**config.mk**
```make
export PLATFORM = sky130hd
export DESIGN_NAME = fsk_tx
export DESIGN_NICKNAME = d
export VERILOG_FILES = /design/src/rtl/fsk_tx_pkg.sv /design/src/rtl/fsk_sin_rom.sv /design/src/rtl/fsk_tx.sv
export SDC_FILE = /design/constraint.sdc
export NUM_CORES = 1
export LEC_CHECK = 0
export ABC_CLOCK_PERIOD_IN_PS = 11400
export CELL_PAD_IN_SITES_DETAIL_PLACEMENT = 1
export CELL_PAD_IN_SITES_GLOBAL_PLACEMENT = 2
export CORE_MARGIN = 2
export CORE_UTILIZATION = 41
export CTS_CLUSTER_SIZE = 25
export DETAILED_ROUTE_END_ITERATION = 10
export MAX_ROUTING_LAYER = met4
export PLACE_DENSITY_LB_ADDON = 0.08
export SYNTH_ARGS = -nofsm -noshare
export SYNTH_HDL_FRONTEND = slang
export SYNTH_SLANG_ARGS = --single-unit
```
**constraint.sdc**
```tcl
create_clock -name clk -period 11.4 [get_ports clk]
set_input_delay 1.14 -clock clk [delete_from_list [all_inputs] [get_ports clk]]
set_output_delay 1.14 -clock clk [all_outputs]
set_load 0.02 [all_outputs]
```
**src/rtl/fsk_tx_pkg.sv**
```systemverilog
// fsk_tx_pkg: shared constants, state encoding and output arithmetic for the
// FSK transmitter.
//   NP          samples per bit period (the sine table below is built for 100)
//   SH0         DC offset code of the offset-binary output
//   DIV_FD_DEF  default clk cycles per ce_Fd pulse
//   NGAP_DEF    default idle gap length in ce_Fd ticks (must be >= NP)
//   AMP         sine amplitude in output codes
package fsk_tx_pkg;

  localparam int unsigned NP         = 100;
  localparam int unsigned SH0        = 2048;
  localparam int unsigned DIV_FD_DEF = 417;
  localparam int unsigned NGAP_DEF   = 100;
  localparam int unsigned AMP        = 1000;

  typedef enum logic [2:0] {
    IDLE  = 3'd0,
    START = 3'd1,
    DATA  = 3'd2,
    STOP  = 3'd3,
    GAP   = 3'd4
  } state_e;

  // Offset the signed sine value by SH0 in 13-bit signed arithmetic. The
  // 13-bit result can never exceed 4095, so only the low side needs clamping.
  function automatic logic [11:0] sat_sum(input logic signed [10:0] s);
    logic signed [12:0] sum;
    sum = $signed(13'(SH0)) + 13'(s);
    if (sum[12]) begin
      return '0;
    end
    return sum[11:0];
  endfunction

endpackage

```
**src/rtl/fsk_sin_rom.sv**
```systemverilog
// fsk_sin_rom: combinational sine table, round(AMP*sin(2*pi*ph/NP)).
//   ph   in   7  table index 0..NP-1 (out-of-range indices read 0)
//   val  out 11  signed sine value
module fsk_sin_rom
  import fsk_tx_pkg::*;
(
  input  logic        [6:0]  ph,
  output logic signed [10:0] val
);

  localparam logic [6:0] Q1 = 7'(NP / 4);
  localparam logic [6:0] Q2 = 7'(NP / 2);
  localparam logic [6:0] Q3 = 7'((3 * NP) / 4);
  localparam logic [6:0] Q4 = 7'(NP);

  // First quadrant, i = 0..NP/4, for NP = 100 and AMP = 1000.
  function automatic logic [9:0] quarter(input logic [6:0] i);
    case (i)
      7'd0:  return 10'd0;
      7'd1:  return 10'd63;
      7'd2:  return 10'd125;
      7'd3:  return 10'd187;
      7'd4:  return 10'd249;
      7'd5:  return 10'd309;
      7'd6:  return 10'd368;
      7'd7:  return 10'd426;
      7'd8:  return 10'd482;
      7'd9:  return 10'd536;
      7'd10: return 10'd588;
      7'd11: return 10'd637;
      7'd12: return 10'd685;
      7'd13: return 10'd729;
      7'd14: return 10'd771;
      7'd15: return 10'd809;
      7'd16: return 10'd844;
      7'd17: return 10'd876;
      7'd18: return 10'd905;
      7'd19: return 10'd930;
      7'd20: return 10'd951;
      7'd21: return 10'd969;
      7'd22: return 10'd982;
      7'd23: return 10'd992;
      7'd24: return 10'd998;
      7'd25: return 10'd1000;
      default: return 10'd0;
    endcase
  endfunction

  logic [6:0] idx;
  logic       neg;
  logic [9:0] mag;

  // Full NP-entry table folded onto one quadrant via sine symmetry.
  always_comb begin
    idx = '0;
    neg = 1'b0;
    if (ph <= Q1) begin
      idx = ph;
    end else if (ph <= Q2) begin
      idx = Q2 - ph;
    end else if (ph <= Q3) begin
      idx = ph - Q2;
      neg = 1'b1;
    end else if (ph < Q4) begin
      idx = Q4 - ph;
      neg = 1'b1;
    end
    mag = quarter(idx);
    val = neg ? -$signed({1'b0, mag}) : $signed({1'b0, mag});
  end

endmodule

```
**src/rtl/fsk_tx.sv**
```systemverilog
// fsk_tx: FSK modulator. Sends one byte per accepted request as a 10-bit
// frame (start, 8 data LSB-first, stop) followed by an idle gap. A '1' bit is
// one sine cycle per bit period, a '0' bit two cycles.
//   clk     in   1  system clock
//   rst     in   1  asynchronous active-high reset
//   st      in   1  start request pulse, honoured only while busy=0
//   dat     in   8  byte to send, captured on accepted st
//   FSK_SH  out 12  offset-binary sample, registered
//   ce_Fd   out  1  sample strobe, one clk every DIV_FD clk
//   busy    out  1  frame in progress (accept through end of gap)
//   tx_bit  out  1  bit on air (1 when idle / in gap)
//   cb_bit  out  4  index of bit on air, 0 = start .. 9 = stop
//   done    out  1  pulse on the ce_Fd that ends the gap
module fsk_tx #(
  parameter int unsigned DIV_FD = fsk_tx_pkg::DIV_FD_DEF,
  parameter int unsigned NGAP   = fsk_tx_pkg::NGAP_DEF
) (
  input  logic        clk,
  input  logic        rst,
  input  logic        st,
  input  logic [7:0]  dat,
  output logic [11:0] FSK_SH,
  output logic        ce_Fd,
  output logic        busy,
  output logic        tx_bit,
  output logic [3:0]  cb_bit,
  output logic        done
);

  import fsk_tx_pkg::*;

  localparam int unsigned DW = (DIV_FD > 1) ? $clog2(DIV_FD) : 1;
  localparam int unsigned GW = $clog2(NGAP + 1);
  localparam logic [DW-1:0] DIV_LAST = DW'(DIV_FD - 1);
  localparam logic [GW-1:0] GAP_LAST = GW'(NGAP - 1);
  localparam logic [6:0]    K_LAST   = 7'(NP - 1);

  state_e             state_q, state_d;
  logic [DW-1:0]      div_q, div_d;
  logic [6:0]         k_q, k_d;
  logic [6:0]         ph_q, ph_d;
  logic [GW-1:0]      gap_q, gap_d;
  logic [7:0]         sh_q, sh_d;
  logic               tx_q, tx_d;
  logic [3:0]         cb_q, cb_d;
  logic               busy_q, busy_d;
  logic [11:0]        out_q, out_d;

  logic               ce;
  logic signed [10:0] rom_val;
  logic [6:0]         ph_step;
  logic [6:0]         ph_wrap;

  fsk_sin_rom u_rom (
    .ph  (ph_q),
    .val (rom_val)
  );

  assign ce      = (div_q == DIV_LAST);
  assign ph_step = ph_q + (tx_q ? 7'd1 : 7'd2);
  assign ph_wrap = (ph_step >= 7'(NP)) ? ph_step - 7'(NP) : ph_step;

  always_comb begin
    state_d = state_q;
    div_d   = ce ? '0 : div_q + DW'(1);
    k_d     = k_q;
    ph_d    = ph_q;
    gap_d   = gap_q;
    sh_d    = sh_q;
    tx_d    = tx_q;
    cb_d    = cb_q;
    busy_d  = busy_q;
    out_d   = out_q;

    case (state_q)
      IDLE: begin
        if (st) begin
          sh_d    = dat;
          busy_d  = 1'b1;
          cb_d    = '0;
          tx_d    = 1'b0;
          k_d     = '0;
          ph_d    = '0;
          state_d = START;
        end
      end

      START, DATA, STOP: begin
        if (ce) begin
          out_d = sat_sum(rom_val);
          ph_d  = ph_wrap;
          k_d   = k_q + 7'd1;
          if (k_q == K_LAST) begin
            k_d  = '0;
            ph_d = '0;
            cb_d = cb_q + 4'd1;
            if (state_q == START) begin
              tx_d    = sh_q[0];
              sh_d    = sh_q >> 1;
              state_d = DATA;
            end else if (state_q == DATA) begin
              if (cb_q == 4'd8) begin
                tx_d    = 1'b1;
                state_d = STOP;
              end else begin
                tx_d = sh_q[0];
                sh_d = sh_q >> 1;
              end
            end else begin
              tx_d    = 1'b1;
              cb_d    = '0;
              gap_d   = '0;
              state_d = GAP;
            end
          end
        end
      end

      GAP: begin
        if (ce) begin
          out_d = 12'(SH0);
          if (gap_q == GAP_LAST) begin
            busy_d  = 1'b0;
            state_d = IDLE;
          end else begin
            gap_d = gap_q + GW'(1);
          end
        end
      end

      default: state_d = IDLE;
    endcase
  end

  always_ff @(posedge clk or posedge rst) begin
    if (rst) begin
      state_q <= IDLE;
      div_q   <= '0;
      k_q     <= '0;
      ph_q    <= '0;
      gap_q   <= '0;
      sh_q    <= '0;
      tx_q    <= 1'b1;
      cb_q    <= '0;
      busy_q  <= 1'b0;
      out_q   <= 12'(SH0);
    end else begin
      state_q <= state_d;
      div_q   <= div_d;
      k_q     <= k_d;
      ph_q    <= ph_d;
      gap_q   <= gap_d;
      sh_q    <= sh_d;
      tx_q    <= tx_d;
      cb_q    <= cb_d;
      busy_q  <= busy_d;
      out_q   <= out_d;
    end
  end

  assign FSK_SH = out_q;
  assign ce_Fd  = ce;
  assign busy   = busy_q;
  assign tx_bit = tx_q;
  assign cb_bit = cb_q;
  assign done   = ce && (state_q == GAP) && (gap_q == GAP_LAST);

endmodule

```
==> metrics.yaml <==
status: "completed"
synth_top_cell_by_area: "dfrtp_1"
syn_to_final_growth_pct: 12.88
ir_worst_vdd_mv: 0.06953
cts_buffers: 9
globalplace.congestion: 0.8501
preCtsSetupSlack_ps: 6397
cts_hold_buf: 0
maxSlewViolCount: 0
reg2reg_to: "FSK_SH[10]"
dpl.hpwl_um: 9734
yosysWarningCount: 0
rows: 39
grt_pass1_wl_um: 22740
root_buffer: "clkbuf_16"
relSlewSlack: 0.2227
min_path_cells: 2
synth_edf_count: 0
rsz0062_at_grt: "no"
first_iter_violations: 218
cpMostUsedCell: "ha_1"
async_flop_share: 1.000
insertedDiodeCount: 0
critPathSlowestCell: "dfrtp_1"
synthTopCellsByArea: "dfrtp_1, ha_1, nand2_1"
dpl_cell_area_mm2: 0.005231
io_buffer_count: 30
die_w_um: 113.5
grt_start_max_net_pins: 60
drive_gt1_frac: 0.1081
drt-pass1-iter-count: 4
num_vias: 4326
regToRegSetupSlack_ps: 6370
synth_area_mm2: 0.004916
cp.required_ps: 11680
clock.fmax_ghz: 0.1988
start_util: 0.4251
final_cell_count_no_fill: 735
clock-sinks: 59
netlist.area_leader.share: 0.2902
syn_nets: 604
period_share: 0.4412
fp.dieArea_mm2: 0.01288
power_density_mw_per_mm2: 91.66
critPathArrivalTime_ps: 5310
grt_pass1_vias: 4494
tightest_slew_ps: 1166
setup_viol: 0
slowest_delay_ps: 860
rr_worst_depth: 17
clockBufferDepth: 2
cp-end-kind: "flop"
via_per_inst: 5.886
worst-setup-path-type: "flop to flop"
post-route-min-period_ps: 5030
leakagePower_uw: 0.002350
fin_setup_tns_ps: 0
ant_nets: 0
finalHoldViolations: 0
cp-start-kind: "flop"
die_h_um: 113.5
holdPathEnd: "FSK_SH[11]"
synth_most_common_cell: "dfrtp_1"
cp_cell_sequence: "inv_2 > ha_1 > nor2b_1 > o31ai_4 > nor3_1 > nor4_4 > ha_1 > inv_1 > o31ai_1 > a31oi_1 > or4_4 > ha_1 > inv_1 > a31oi_1 > nand4_1 > o21ba_1 > a21o_1"
finClkSkew_ps: 7.599
worst_slack_ps: 6370
ys_ff_latch: 59
cp_max_fo: 25
grt-ovfl-total: 0
cts_tree: "done"
wl_per_cell_um: 18.27
htreeDepth: 3
clkLatencyLatePin_ps: 340
drt-total-wl_um: 13430
path_clk_slew_ps: 50
finalInstanceArea_mm2: 0.005549
synthTopCellsByCount: "dfrtp_1, nand2_1, nor2_1"
ios: 31
core_area_mm2: 0.01156
antenna_found_initial: 0
grtUsageTotal: 0.2286
remaining_drc_errors: 0
cts_resized: 0
worstHoldStart: "FSK_SH[11]"
regToRegStartpoint: "ph_q[2]"
placedCellCount: 719
worstSetupStartpoint: "ph_q[2]"
synth_sequential_area_ratio: 0.3008
synthDistinctLibCells: 99
maxCapViolCount: 0
fillers: 1378
min_path_type: "flop to flop"
synth_flop_cell: "dfrtp_1"
nNetsFinal: 627
avgSynthCellArea_um2: 8.716
post_cts_buffers: 0
syn_inst: 564
[worst max-delay path, delay by kind of cell (launching register included)]
kind,cells,cell delay (ps)
AO/OA/AOI/OAI,6,980
adder cells (fa/ha/maj),3,920
buffers and inverters,3,400
flip-flops,1,860
AND/OR/NAND/NOR,5,1800
[layer usage]
metal	up-vias	GRT usage	share of wire
met5	-	-	0
met4	0	0.08293	0.020
met3	22	0.03773	0.027
met2	68	0.3665	0.47
met1	2140	0.2933	0.48
li1	2096	-	-
[sequential cells by signal, indices dropped and copies added (netlist names)]
name,flops
div_q,9
state_q,3
cb_bit,4
ph_q,7
sh_q,8
k_q,7
tx_bit,1
gap_q,7
FSK_SH,12
busy,1
[cell usage in the layout (no fill, tap or decap), drive strengths merged, types with 13 or more instances in the layout]
cell type      count
nand2             59
nor3              19
xnor2             13
dfrtp             57
ha                28
xor2              13
mux2i             14
inv               29
o21ai             36
clkdlybuf4s50     30
nor2              56
nand3             26
a21oi             30
[layout make-up]
class                      instances  area (um^2)  share of cell area
inverter                          29        108.9             0.01962
sequential                        59         1479              0.2665
clock inverter                     6        88.84             0.01601
timing repair buffer              36        345.3             0.06223
tap                              143        178.9             0.03224
clock buffer                      10        229.0             0.04126
multi-input combinational        452         3119              0.5621
[where the power goes]
group          internal, uW  switching [uW]
logic                  3.74            5.30
registers               210               0
clock network           191            98.5
total                   405             104
[worst max-delay path by stage]
stage / endpoint / slack (ps)
finish: FSK_SH[10] / 6370
global route: FSK_SH[4] / 5930
CTS: FSK_SH[10] / 6400
detailed placement: FSK_SH[10] / 6400
global placement: FSK_SH[10] / 6530
floorplan: FSK_SH[4] / 7250
[stage by stage]
| stage | util | hold WS (ps) | power (uW) |
|---|---|---|---|
| final | 0.4798 | 460.2 | 508.6 |
| after global routing | 0.4798 | 492.3 | 527.6 |
| after CTS | 0.4798 | 463.8 | 517.1 |
| after detailed placement | 0.4523 | 455.2 | 222.7 |
| after global placement | 0.4523 | 450.2 | 222.8 |
| after floorplan | - | 459.6 | 217.3 |
[cell families (layout without fill, tap and decap cells)]
kind of cell,Yosys count,count (layout),share of synthesized area
simple gates,230,230,0.2512
compound gates,150,150,0.2263
flops,59,59,0.3008
buf+inv,53,81,0.06464
fa+ha+maj,29,29,0.07534
xor+xnor,26,26,0.04632
mux,17,17,0.03538
Power figures use the tool's default switching activity.
